**src/rtl/pipe_pkg.sv**
```systemverilog
// Shared pipeline constants: stage bus widths and width helpers for buffer counters/pointers.
package pipe_pkg;

    localparam int IF_ID_BUS_W = 64;
    localparam int ID_EX_BUS_W = 151;
    localparam int EX_ME_BUS_W = 73;
    localparam int ME_WB_BUS_W = 69;
    localparam int BR_BUS_W    = 32;

    // Width needed to hold an occupancy of 0..depth inclusive.
    function automatic int cnt_width(input int depth);
        return $clog2(depth + 1);
    endfunction

    // Width needed to index depth entries; never narrower than one bit.
    function automatic int ptr_width(input int depth);
        return (depth > 1) ? $clog2(depth) : 1;
    endfunction

endpackage

```
**src/rtl/pipe_buf_ptr.sv**
```systemverilog
// Wrapping pointer counter for a DEPTH-entry circular buffer; wraps DEPTH-1 -> 0 by compare.
module pipe_buf_ptr
    import pipe_pkg::*;
#(
    parameter int DEPTH = 2,
    parameter int PTR_W = ptr_width(DEPTH)
) (
    input  logic             clk,
    input  logic             reset,
    input  logic             inc,
    input  logic             clear,
    output logic [PTR_W-1:0] ptr
);

    localparam logic [PTR_W-1:0] LAST = PTR_W'(DEPTH - 1);

    logic [PTR_W-1:0] ptr_reg;
    logic [PTR_W-1:0] ptr_next;

    always_comb begin
        ptr_next = ptr_reg;
        if (clear) begin
            ptr_next = '0;
        end else if (inc) begin
            ptr_next = (ptr_reg == LAST) ? '0 : ptr_reg + PTR_W'(1);
        end
    end

    always_ff @(posedge clk or posedge reset) begin
        if (reset) begin
            ptr_reg <= '0;
        end else begin
            ptr_reg <= ptr_next;
        end
    end

    assign ptr = ptr_reg;

endmodule

```
**src/rtl/pipe_elastic_buf.sv**
```systemverilog
// DEPTH-entry elastic inter-stage buffer with flush and occupancy output.
// Optional zero-latency pass-through when empty: define PIPE_ELASTIC_BUF_BYPASS_EN.
module pipe_elastic_buf
    import pipe_pkg::*;
#(
    parameter int WIDTH = 64,
    parameter int DEPTH = 2,
    parameter int CNT_W = cnt_width(DEPTH)
) (
    input  logic             clk,
    input  logic             reset,
    input  logic             flush,
    input  logic             in_valid,
    output logic             in_ready,
    input  logic [WIDTH-1:0] in_bus,
    output logic             out_valid,
    input  logic             out_ready,
    output logic [WIDTH-1:0] out_bus,
    output logic [CNT_W-1:0] count
);

    localparam int               PTR_W    = ptr_width(DEPTH);
    localparam logic [CNT_W-1:0] FULL_CNT = CNT_W'(DEPTH);

    logic [WIDTH-1:0] mem [DEPTH];
    logic [PTR_W-1:0] rd_ptr;
    logic [PTR_W-1:0] wr_ptr;
    logic [CNT_W-1:0] count_reg;
    logic [CNT_W-1:0] count_next;
    logic             stored_valid;
    logic             bypass;
    logic             push;
    logic             pop;

    assign stored_valid = (count_reg != '0) && !flush;

`ifdef PIPE_ELASTIC_BUF_BYPASS_EN
    assign bypass = (count_reg == '0) && in_valid && out_ready && !flush;
`else
    assign bypass = 1'b0;
`endif

    // A full buffer still accepts when the head leaves in the same cycle.
    assign in_ready  = (count_reg < FULL_CNT) || out_ready;
    assign out_valid = stored_valid || bypass;
    assign out_bus   = bypass       ? in_bus      :
                       stored_valid ? mem[rd_ptr] : '0;

    // A bypassed entry goes straight downstream and never touches storage.
    assign push = in_valid && in_ready && !flush && !bypass;
    assign pop  = stored_valid && out_ready;

    always_comb begin
        count_next = count_reg;
        if (flush) begin
            count_next = '0;
        end else if (push && !pop) begin
            count_next = count_reg + CNT_W'(1);
        end else if (pop && !push) begin
            count_next = count_reg - CNT_W'(1);
        end
    end

    always_ff @(posedge clk or posedge reset) begin
        if (reset) begin
            count_reg <= '0;
        end else begin
            count_reg <= count_next;
        end
    end

    always_ff @(posedge clk) begin
        if (push) begin
            mem[wr_ptr] <= in_bus;
        end
    end

    pipe_buf_ptr #(.DEPTH(DEPTH), .PTR_W(PTR_W)) u_wr_ptr (
        .clk   (clk),
        .reset (reset),
        .inc   (push),
        .clear (flush),
        .ptr   (wr_ptr)
    );

    pipe_buf_ptr #(.DEPTH(DEPTH), .PTR_W(PTR_W)) u_rd_ptr (
        .clk   (clk),
        .reset (reset),
        .inc   (pop),
        .clear (flush),
        .ptr   (rd_ptr)
    );

    assign count = count_reg;

    overflow_chk: assert property (@(posedge clk) disable iff (reset)
        !(push && !pop && (count_reg == FULL_CNT)));
    underflow_chk: assert property (@(posedge clk) disable iff (reset)
        !(pop && !push && (count_reg == '0)));

endmodule

```
**config.mk**
```make
export PLATFORM = sky130hd
export DESIGN_NAME = pipe_elastic_buf
export DESIGN_NICKNAME = d
export VERILOG_FILES = /design/src/rtl/pipe_pkg.sv /design/src/rtl/pipe_buf_ptr.sv /design/src/rtl/pipe_elastic_buf.sv
export SDC_FILE = /design/constraint.sdc
export NUM_CORES = 1
export LEC_CHECK = 0
export BUFFER_PORTS_ARGS = -buffer_cell sky130_fd_sc_hd__buf_2
export CORE_MARGIN = 8
export CORE_UTILIZATION = 35
export CTS_CLUSTER_SIZE = 28
export DETAILED_ROUTE_END_ITERATION = 6
export GPL_TIMING_DRIVEN = 0
export PLACE_DENSITY = 0.55
export REMOVE_ABC_BUFFERS = 1
export SLEW_MARGIN = 10
export SYNTH_ARGS = -nofsm -noshare
export SYNTH_HDL_FRONTEND = slang
export SYNTH_SLANG_ARGS = --single-unit
```
**constraint.sdc**
```tcl
create_clock -name clk -period 12.52 [get_ports clk]
set_clock_uncertainty 0.1 [all_clocks]
set_input_delay 0 -clock clk [delete_from_list [all_inputs] [get_ports clk]]
set_output_delay 0 -clock clk [all_outputs]
set_load 0.02 [all_outputs]
```
==> results.txt, run 1 <==
- Area share of the leading cell type in the synthesized netlist: around three quarters
* Total of endpoints with negative setup slack in the final report: 0
- Total die area: 18600 µm²
- Headroom to the max-slew limit: between 50% and 60%
* Critical path required time: 12530 ps
* Final-report max-slew violation count: 0
- End of the worst register-to-register path: mem[1][6]
- Cells with a size suffix above 1 make up between 30% and 40% of the layout.
- In this run the standard cell core region covers 14400 µm².
* Maximum number of buffers from clock root to sink: 2
* Longest individual stage delay on the worst path: roughly 470 ps
- Setup repair after global routing missed its margin: no
- Multi-input combinational cell area: between 1000 and 1500 µm²
- The die is roughly 140 µm wide.
- Cells after Synth: 300
- Summing all flip-flop and latch instances after layout gives 3950 µm².
* Worst Min Path Start: in_bus[9]
- In this run the cell area of the synthesized design comes to approximately 5100 µm².
- STA classifies the critical path endpoint as a flop.
- Capture point of the critical path: mem[1][6]
- Total CTS buffers: 17
- In this run, the combinational gates consume 9.4% of the power.
- DR iter-0 viols: 94
- Clock-pin slew was measured on the worst setup and hold paths at 50 ps.
- Static leakage: 2.87 nW
* Crit start category: flop
- For this design the total switching power over the nets is 0.223 mW.
- A synthesized cell averages 16.9 µm².
- Number of enable-type register cells in the synthesized netlist: 128
- The via count of the first global-routing pass is 3464.
- At the end of routability-driven placement, the weighted congestion stood at around 0.7.
- Part of the total power dissipated in the clock network: 43.2%
- Fill cell count: 1219
* Global-route usage over all layers: between 10% and 20%
- After legalization and detailed placement, the total HPWL measured 7600 µm.
* Total of buffers placed on input and output ports: 136
- VDD IR max: approximately 0.000077 V
- The most numerous cell type found on the critical path is buf_4.
* Number of design rule violations left after detail routing: 0
- At the later pin of the worst-skew pair, clock insertion delay measures 400 ps.
- Antenna diodes: 0
- CP max stage cell: dfrtp_1
- Timing-limited maximum frequency: between 400 and 500 MHz
- Actual transition at the worst max-transition pin: 650 ps
- FF+latch count, synth: 132
* Reg2Reg Setup Slack: 10200 ps
- Sequential elements use 77.7% of the synthesized area.
- Pin placement for this block handled 137 I/O pins.
* First-pass GRT wire length: between 15000 and 20000 µm
- At the end of the flow the core is filled with cells to between 50% and 60%.
- The signal on the critical path passes through nor2b_1 -> inv_1 -> nand2_1 -> nor3b_2 -> buf_4 -> buf_4 -> buf_4.
* Data arrival time of the critical path: 2340 ps
- In this run the worst setup path begins at count[1].
- Sw Ratio: 20.7%
* Layout Area Growth over Synthesis: 44.5%
- MaxCap Viol Count: 0
- Count of synthesis-stage warnings from yosys: 0
* Distinct cell type count of the synthesized netlist: 21
* Antenna-violating nets left: 0
- Overall die height: roughly 140 µm
* Number of flip-flops in the largest register: 128
- Power share of the sequential group: 47.4%
- Int Pwr: 0.857 mW
- Summed over all layers, the global routing overflow is 0.
- The synthesized design spends more area on one cell type than any other, namely edfxtp_1.
- Row generation in the floorplan step produced 44 rows.
- Among all flip-flop cells after synthesis, the most frequent one is edfxtp_1.
- Path type of the worst setup path: flop to flop
- Once the floorplan was initialized, standard cells occupied 35.3% of the core.
- Hold Worst Slack: roughly 220 ps
* Count of TritonRoute iterations in the first routing pass: 4
- The count of final hold-check violations came to 0.
* Total detailed-routing wirelength: about 11000 µm
- CTS placed an instance of clkbuf_16 at the clock tree root.
* Cell types with the largest area share after synthesis: edfxtp_1, mux2i_1, nor2_1
* CTS tree: built
- Measured in cells, the most critical reg-to-reg path has a length of 7.
- The smallest clock period supported by the final layout is computed as 2320 ps.
- Dividing the final minimum period by the clock period gives a little under a fifth.
- Worst-path fanout max: 11
- Per-cell via count in the routed design: 4.46
- Number of setup buffers added after CTS: 0
- The clock tree synthesis step divided the H-tree into 4 levels.
* Clock Sinks: ~130
- The routed layout has 3208 vias.
* Total Neg Setup Slack: 0 ps
- Largest net degree at the start of global routing: 34
* Net count reported at finish: 597
- Power density cells: roughly 150 nW/µm²
- Status: completed
* Number of antenna violations at the first check in global routing: 0
- Dividing the detail-routed wire length by the instance count gives about 16 µm.
* Worst Hold Class: primary input to flop
* Async SR Flop Fraction: 3.03%
* RR Startpoint: count[1]
==> Yosys cell counts (2+ instances only) <==
cell type  count
buf_4         11
edfxtp_1     128
buf_2          2
nor2b_1        3
o21ai_0        4
mux2i_1       65
dfrtp_1        4
nor2_1        65
a21oi_1        3
inv_1          4
==> worst max-delay path, delay by kind of cell, from the launching register on <==
| kind | cells | cell delay (ps) |
|---|---|---|
| buf+inv | 4 | 760 |
| flops | 1 | 470 |
| simple gates | 3 | 680 |
==> stage by stage <==
step                      power, mW  std cells  area, µm²  worst slack (ps)
after detailed placement      0.607        623       6090             10180
after floorplan               0.570        286       4970              6220
after CTS                      1.09        720       7340             10160
final                          1.08        720       7340             10200
after global placement        0.608        606       5890              3350
after global routing           1.12        720       7340             10040
==> what timing repair did <==
item,in CTS,in global routing
endpoints found under the hold margin,140,0
resized for setup,0,0
hold buffers,70,0
==> power by group through the flow <==
stage	clock network, mW	logic [mW]	registers [mW]
2_1_floorplan	0	0.0461	0.524
5_1_grt	0.494	0.111	0.513
3_5_place_dp	0	0.0863	0.521
3_3_place_gp	0	0.0797	0.528
6_report	0.467	0.102	0.512
4_1_cts	0.479	0.104	0.512
==> logic make-up (layout without fill, tap and decap cells) <==
family	after synthesis	after routing	share of synthesized area, %
flip-flops	132	132	77.7
XOR/XNOR	1	1	0.172
AO/OA/AOI/OAI	9	9	0.961
AND/OR/NAND/NOR	74	74	5.99
multiplexers	65	65	12.8
buffers and inverters	19	255	2.41
==> metal layers <==
layer  part of all wire (%)  vias up  track usage, %
met2                     49       94            19.7
met5                      0        -               0
met1                     43     1534            14.4
li1                       -     1565               -
met4                    1.7        0            5.49
met3                    6.7       15            4.66
==> worst min path at each step <==
stage | endpoint | slack (ps) | cells after the start
2_1_floorplan | count[0] | -330 | 1
3_3_place_gp | u_rd_ptr.ptr | -210 | 2
3_5_place_dp | u_rd_ptr.ptr | -200 | 2
4_1_cts | mem[1][9] | 190 | 2
5_1_grt | mem[0][49] | 200 | 2
6_report | mem[1][9] | 220 | 2
==> area by class of cell <==
type | instances | area share (%)
repair buffers | 223 | 21.3
clock inverters | 8 | 1.55
clock buffers | 19 | 5.90
multi-input cells | 149 | 14.1
flip-flops and latches | 132 | 53.8
inverters | 5 | 0.256
well taps | 184 | 3.14
==> cell usage in the layout (no fill, tap or decap), drive strengths merged <==
cell type	n
buf	153
edfxtp	128
dlygate4sd3	70
nor2	65
mux2i	65
clkbuf	19
inv	5
o21ai	4
clkinv	4
dfrtp	4
nor2b	3
a21oi	3
bufinv	3
xor2	1
and4bb	1
a31oi	1
nand2b	1
o21bai	1
nand2	1
nor3b	1
nor3	1
or3	1
clkinvlp	1
Power figures use the tool's default switching activity.
==> inputs of run 2 (changes only) <==
Settings changed: PLACE_DENSITY 0.55 to 0.57.
Clock period 12.52 ns to 2.1 ns, I/O delays scaled along.
==> results.txt, run 2 (same netlist as run 1, synthesis figures left out) <==
* CTS tree: built
- The transition time at the pin with the least slew margin came to 397 ps (-253 ps).
* Total of endpoints with negative setup slack in the final report: 0 (unchanged)
- The number of max-slew violations in the final report is 0 (unchanged).
- CP max stage cell: dfrtp_2
* First-pass GRT wire length: 17600 µm (+0.35%)
* Timing-limited maximum frequency: 499 MHz (+16%)
- The final instance area was 7520 µm² (+2.5%).
- The total grt overflow came to 0 (unchanged).
* Half-perimeter wire length after placement: 7540 µm (-0.80%)
- Clk_lat worst skew: 410 ps (about the same)
- The signal on the critical path passes through nor2b_1 -> inv_1 -> nand2_1 -> nor3b_4 -> buf_4 -> buf_8 -> buf_6.
- The required time of the worst setup path was 2120 ps (-10410 ps).
- The run finished with clean final reports.
* Worst-path fanout max: 15 (+4)
- In the layout the commonest cells are buf_2, edfxtp_1, dlygate4sd3_1.
- Fill cell count: 1197 (-1.8%)
* Routability-driven placement congestion ratio: 0.667 (-3.2%)
- The total track usage came to 12.4% (+0.094 points).
- Die extent in x: 136 µm (unchanged)
* DR iter-0 viols: 127 (+35%)
- The clock-pin slew of the registers on the worst-case setup and hold paths was 60 ps (about the same).
- Worst Hold Class: primary input to flop
- The flip-flop count of the largest register, all copies and words added came to 128 (unchanged).
- The area of placed instances was 6120 µm² (+0.43%).
- Part of the total power dissipated in the clock network: 42.7% (-0.5 points)
- VDD IR max: 0.000629 V (+720%)
* Longest individual stage delay on the worst path: 440 ps (-30 ps)
- The fraction of layout instances using a drive strength above 1 came to 35.9% (+2.1 points).
- The number of levels the H-tree was split into came to 4 (unchanged).
- The area growth from synthesis to layout is 48.1%.
- STA classifies the critical path endpoint as a flop.
* Capture point of the critical path: mem[1][22]
- The length of the first detailed-routing pass in iterations came to 4 (unchanged).
- Total CTS buffers: 17 (unchanged)
- Antenna-violating nets left: 0 (unchanged)
- Int Pwr: 5.04 mW (+490%)
* Most common cell after layout, fill and taps aside: buf_2
- The vertical extent of the die was 136 µm (unchanged).
- Path depth of the worst reg2reg path: 7 (unchanged)
- The via count of the first global-routing pass came to 3578 (+3.3%).
- The area of the core region is 14400 µm² (unchanged).
* Crit start category: flop
* Power density cells: 857 nW/µm² (+480%)
- Sw Ratio: 21.8% (+1.1 points)
- The most critical setup path has its startpoint at count[1].
- Data arrival time of the critical path: 2020 ps (-320 ps)
- Antenna diodes: 0 (unchanged)
- The final critical-path share of the clock period is 95.4% (+77 points).
- Routed wirelength normalized by instance count: 15.4 µm (-0.68%)
- End of the worst register-to-register path: mem[1][22]
- Clock root buffer: clkbuf_16
- The area enclosed by the die boundary was 18600 µm² (unchanged).
- The worst setup path is of the flop to flop kind.
* Total of buffers placed on input and output ports: 136 (unchanged)
- Initial Util: 35.3% (unchanged)
- Std cell rows: 44 (unchanged)
* Net count reported at finish: 611 (+2.3%)
* Number of top-level pins: 137 (unchanged)
* Final hold violation count: 0 (unchanged)
* MaxCap Viol Count: 0 (unchanged)
- The initial antenna violation count is 0 (unchanged).
- The deepest clock path buffer count was 2 (unchanged).
- Comb pwr share: 10.2% (+0.8 points)
* Total chip power: 6.45 mW (+500%)
* RR Startpoint: count[1]
- Reg2Reg Setup Slack: 100 ps (-10100 ps)
- The largest net degree at the start of global routing is 35 (+2.9%).
* Power share of the sequential group: 47.2% (-0.2 points)
- Clock Sinks: 132 (unchanged)
* Via total after detailed routing: 3278 (+2.2%)
- Static leakage: 2.96 nW (+3.2%)
- The final design utilization was 52.4% (+1.3 points).
- WHS Path Cells: 2 (unchanged)
* Min Clock Period, post-route: 2000 ps (-319 ps)
- The wire length reported by the detailed router was 11400 µm (+1.9%).
- Number of design rule violations left after detail routing: 0 (unchanged)
- Headroom to the max-slew limit: 73.6% (+17 points)
- The net load switching power came to 1.40 mW (+530%).
- The routed via count divided by cell count was 4.44 (-0.45%).
==> run 2: cell types whose count changed in the layout (fill, tap and decap cells not counted), sizes merged <==
cell | previous run | this run
dlygate4sd3 | 70 | 71
buf | 153 | 166
clkinvlp | 1 | 3
bufinv | 3 | 2
clkbuf | 19 | 20
clkinv | 4 | 7
==> run 2: cell type report <==
| cell class | count | area [µm²] | area share (%) |
|---|---|---|---|
| inverters | 5 | 18.8 | 0.249 |
| clock inverters | 12 | 114 | 1.51 |
| repair buffers | 237 | 1730 | 23.0 |
| clock buffers | 20 | 437 | 5.80 |
| multi-input cells | 149 | 1050 | 13.9 |
| flip-flops and latches | 132 | 3950 | 52.5 |
| well taps | 184 | 230 | 3.06 |
==> run 2: timing repair <==
item | in CTS | in global routing
endpoints found under the hold margin | 136 | 0
pin swaps | 2 | 2
cloned | 0 | 0
resized for setup | 6 | 2
setup buffers | 4 | 13
endpoints found under the setup margin | 121 | 31
hold buffers | 71 | 0
==> run 2: metal layers <==
layer / up-vias / part of all wire, % / global-route usage [%] / wire length [µm]
li1: 1597 / - / - / -
met1: 1582 / 42 / 13.8 / 4820
met2: 89 / 50 / 21.2 / 5710
met3: 10 / 6.4 / 4.77 / 735
met4: 0 / 1.2 / 4.39 / 133
met5: - / 0 / 0 / 0
==> run 2: how the worst min path moves through the flow <==
stage                     startpoint      endpoint  slack, ps
after floorplan                reset      count[0]       -330
after global placement         reset  u_rd_ptr.ptr       -210
after detailed placement       reset  u_rd_ptr.ptr       -200
after CTS                 in_bus[61]    mem[0][61]        190
after global routing      in_bus[19]    mem[0][19]        200
final                      in_bus[6]     mem[0][6]        210
==> run 2: through the flow <==
stage | setup TNS (ps) | hold slack [ps] | instances | setup slack [ps]
3_3_place_gp | -1050150 | -208 | 606 | -7040
2_1_floorplan | -597920 | -334 | 286 | -4200
6_report | 0 | 212 | 739 | 95.7
4_1_cts | 0 | 186 | 726 | 0.142
5_1_grt | -1.36 | 200 | 739 | -0.780
3_5_place_dp | -28460 | -196 | 623 | -775
==> run 2: critical path: cells and delay by family, from the launching register on <==
kind	cells	cell delay [ps]
buffers and inverters	4	580
flip-flops	1	440
AND/OR/NAND/NOR	3	570
==> run 2: power by group through the flow <==
stage / Sequential, mW / Combinational (mW) / Clock [mW]
CTS: 3.04 / 0.648 / 2.82
global route: 3.05 / 0.707 / 2.93
floorplan: 3.12 / 0.275 / 0
detailed placement: 3.11 / 0.517 / 0
global placement: 3.15 / 0.472 / 0
finish: 3.04 / 0.654 / 2.75
==> inputs of run 3 (changes only) <==
Settings changed: CTS_BUF_LIST set to sky130_fd_sc_hd__clkbuf_8.
==> results.txt, run 3 (same netlist as run 1, synthesis figures left out) <==
- Status: completed
- Path type of the worst setup path: flop to flop
* Worst path buffer plus inverter count: 4 (unchanged)
* Headroom to the max-slew limit: 81.6% (+8.0 points)
- Endpoint of the worst hold-timing path: mem[0][61]
* Total of buffers placed on input and output ports: 136 (unchanged)
- The critical path data arrival time is 2010 ps (about the same).
- The final number of setup-violating endpoints came to 0 (unchanged).
* Total CTS buffers: 17 (unchanged)
* Filler-free cell count of the finished design: 729 (-1.4%)
- Critical path, cell by cell: nor2b_1 -> inv_1 -> nand2_1 -> nor3b_4 -> buf_12 -> buf_6 -> buf_4
* Largest net degree at the start of global routing: 35 (unchanged)
* First-pass GRT wire length: 17700 µm (+0.67%)
- The worst hold path begins at in_bus[61].
* End of the worst register-to-register path: mem[1][14]
- The total track usage came to 12.5% (+0.13 points).
* Highest-count cells in the layout ignoring fill and taps: buf_2, edfxtp_1, dlygate4sd3_1
* Crit share post-route: 94.1% (-1.4 points)
- The count of final hold-check violations came to 0 (unchanged).
* Number of antenna violations at the first check in global routing: 0 (unchanged)
* Clk_lat worst skew: 430 ps (+20 ps)
* Number of design rule violations left after detail routing: 0 (unchanged)
* Clock input transition at the sequential cells of the worst setup and hold paths: 70 ps (about the same)
* Total Neg Setup Slack: 0 ps (unchanged)
* Crit start category: flop
- Setup repair after global routing missed its margin: no
- The area of placed instances was 6120 µm² (unchanged).
- Power density cells: 774 nW/µm² (-9.6%)
- Antenna diodes: 0 (unchanged)
- Min Clock Period, post-route: 1980 ps (-29.1 ps)
* RR Startpoint: count[1]
* Path depth of the worst reg2reg path: 7 (unchanged)
- Total detailed-routing wirelength: 11200 µm (-2.0%)
- CP endpoint kind: flop
* Clock Sinks: 132 (unchanged)
- Post-route design area: 7270 µm² (-3.3%)
- Timing-limited maximum frequency: 506 MHz (+1.5%)
- The die outline width came to 136 µm (unchanged).
* Number of top-level pins: 137 (unchanged)
- Place WS: -775 ps (unchanged)
- Uppermost signal routing layer after detailed routing: met4
- Final-report max-slew violation count: 0 (unchanged)
- Ratio of cells with drive above 1 in the final layout: 34.7% (-1.2 points)
- The largest fanout of any net on the critical path was 19 (+4).
* Final WS setup: 125 ps (+29.1 ps)
- The required time of the worst setup path came to 2140 ps (+20 ps).
- Routed length on met3: 821 µm (+12%)
- Routability-driven placement congestion ratio: 0.667 (unchanged)
- The met1 wire length came to 4580 µm (-5.0%).
- Maximum number of buffers from clock root to sink: 2 (unchanged)
- The transition time at the pin with the least slew margin is 273 ps (-123 ps).
- Overall die height: 136 µm (unchanged)
- The number of nets with antenna violations after routing is 0 (unchanged).
* MaxCap Viol Count: 0 (unchanged)
* CP max stage cell: dfrtp_2
- TritonCTS built the clock tree.
- Static leakage: 2.83 nW (-4.2%)
* Family with the most delay on the worst path: buffers and inverters
- # H-tree levels: 4 (unchanged)
- Initial Util: 35.3% (unchanged)
* Per-cell via count in the routed design: 4.43 (-0.21%)
- The detailed-routed wire length on met2 came to 5650 µm (-1.1%).
- Core box area: 14400 µm² (unchanged)
* Worst Hold Class: primary input to flop
- The maximum vdd drop was 0.000418 V (-34%).
* Reg2Reg Setup Slack: 120 ps (+30 ps)
- Count of TritonRoute iterations in the first routing pass: 4 (unchanged)
- The library cell used most frequently in the layout, excluding fill and tap cells, is buf_2.
- Routed wirelength normalized by instance count: 15.3 µm (-0.66%)
- The via count is 3227 (-1.6%).
- The number of nets at the end of the flow is 601 (-1.6%).
- Number of placed instances, taps included: 623 (unchanged)
- WHS Path Cells: 2 (unchanged)
- Std cell rows: 44 (unchanged)
- The DRC marker count from the first detailed-route iteration is 140 (+10%).
- Longest individual stage delay on the worst path: 410 ps (-30 ps)
- Clock root buffer: clkbuf_8
- Number of global-route vias before repair: 3566 (-0.34%)
- From synthesis to final layout, the design area changed by 43.2%.
* Half-perimeter wire length after placement: 7540 µm (unchanged)
- Number of flip-flops in the largest register: 128 (unchanged)
- Total die area: 18600 µm² (unchanged)
* Congestion Overflow GR: 0 (unchanged)
-- run 3: power by group --
part | internal (mW) | switching, mW
registers | 2.99 | 0.0272
logic | 0.325 | 0.345
clock network | 1.02 | 0.924
-- run 3: worst register-to-register path: stages, from the launching register on --
cell,delay [ps]
dfrtp_2,410
nor2b_1,150
inv_1,70
nand2_1,130
nor3b_4,280
buf_12,200
buf_6,180
buf_4,170
-- run 3: final cells by class --
type | count | area (µm²)
Fill cell | 1227 | 7100
Sequential cell | 132 | 3950
Timing Repair Buffer | 227 | 1670
Multi-Input combinational cell | 149 | 1050
Clock buffer | 17 | 234
Tap cell | 184 | 230
Clock inverter | 15 | 125
Inverter | 5 | 18.8
-- run 3: worst max path at each step --
stage	startpoint	cells after the start	slack (ps)	to
finish	count[1]	7	120	mem[1][14]
global route	count[1]	7	10	mem[1][36]
CTS	count[1]	8	30	mem[1][18]
detailed placement	count[1]	8	-780	mem[1][11]
global placement	count[1]	4	-7040	mem[1][22]
floorplan	count[1]	4	-4200	mem[1][0]
-- run 3: metal layers --
| layer | global-route usage [%] | up-vias |
|---|---|---|
| li1 | - | 1577 |
| met4 | 4.39 | 0 |
| met1 | 13.9 | 1539 |
| met5 | 0 | - |
| met3 | 5.10 | 10 |
| met2 | 21.2 | 101 |
-- run 3: metrics by stage --
step	power, mW	hold slack [ps]	utilization, %
floorplan	3.40	-334	-
global placement	3.62	-208	41.0
detailed placement	3.62	-196	42.6
CTS	5.71	146	50.4
global route	5.89	150	50.6
finish	5.63	191	50.6
-- run 3: repair_timing --
action                     CTS  global route
hold buffers                71             0
pin swaps                    2             2
buffers inserted             5             2
resized for setup            4             2
hold endpoints to repair   136             0
setup endpoints to repair  121            34
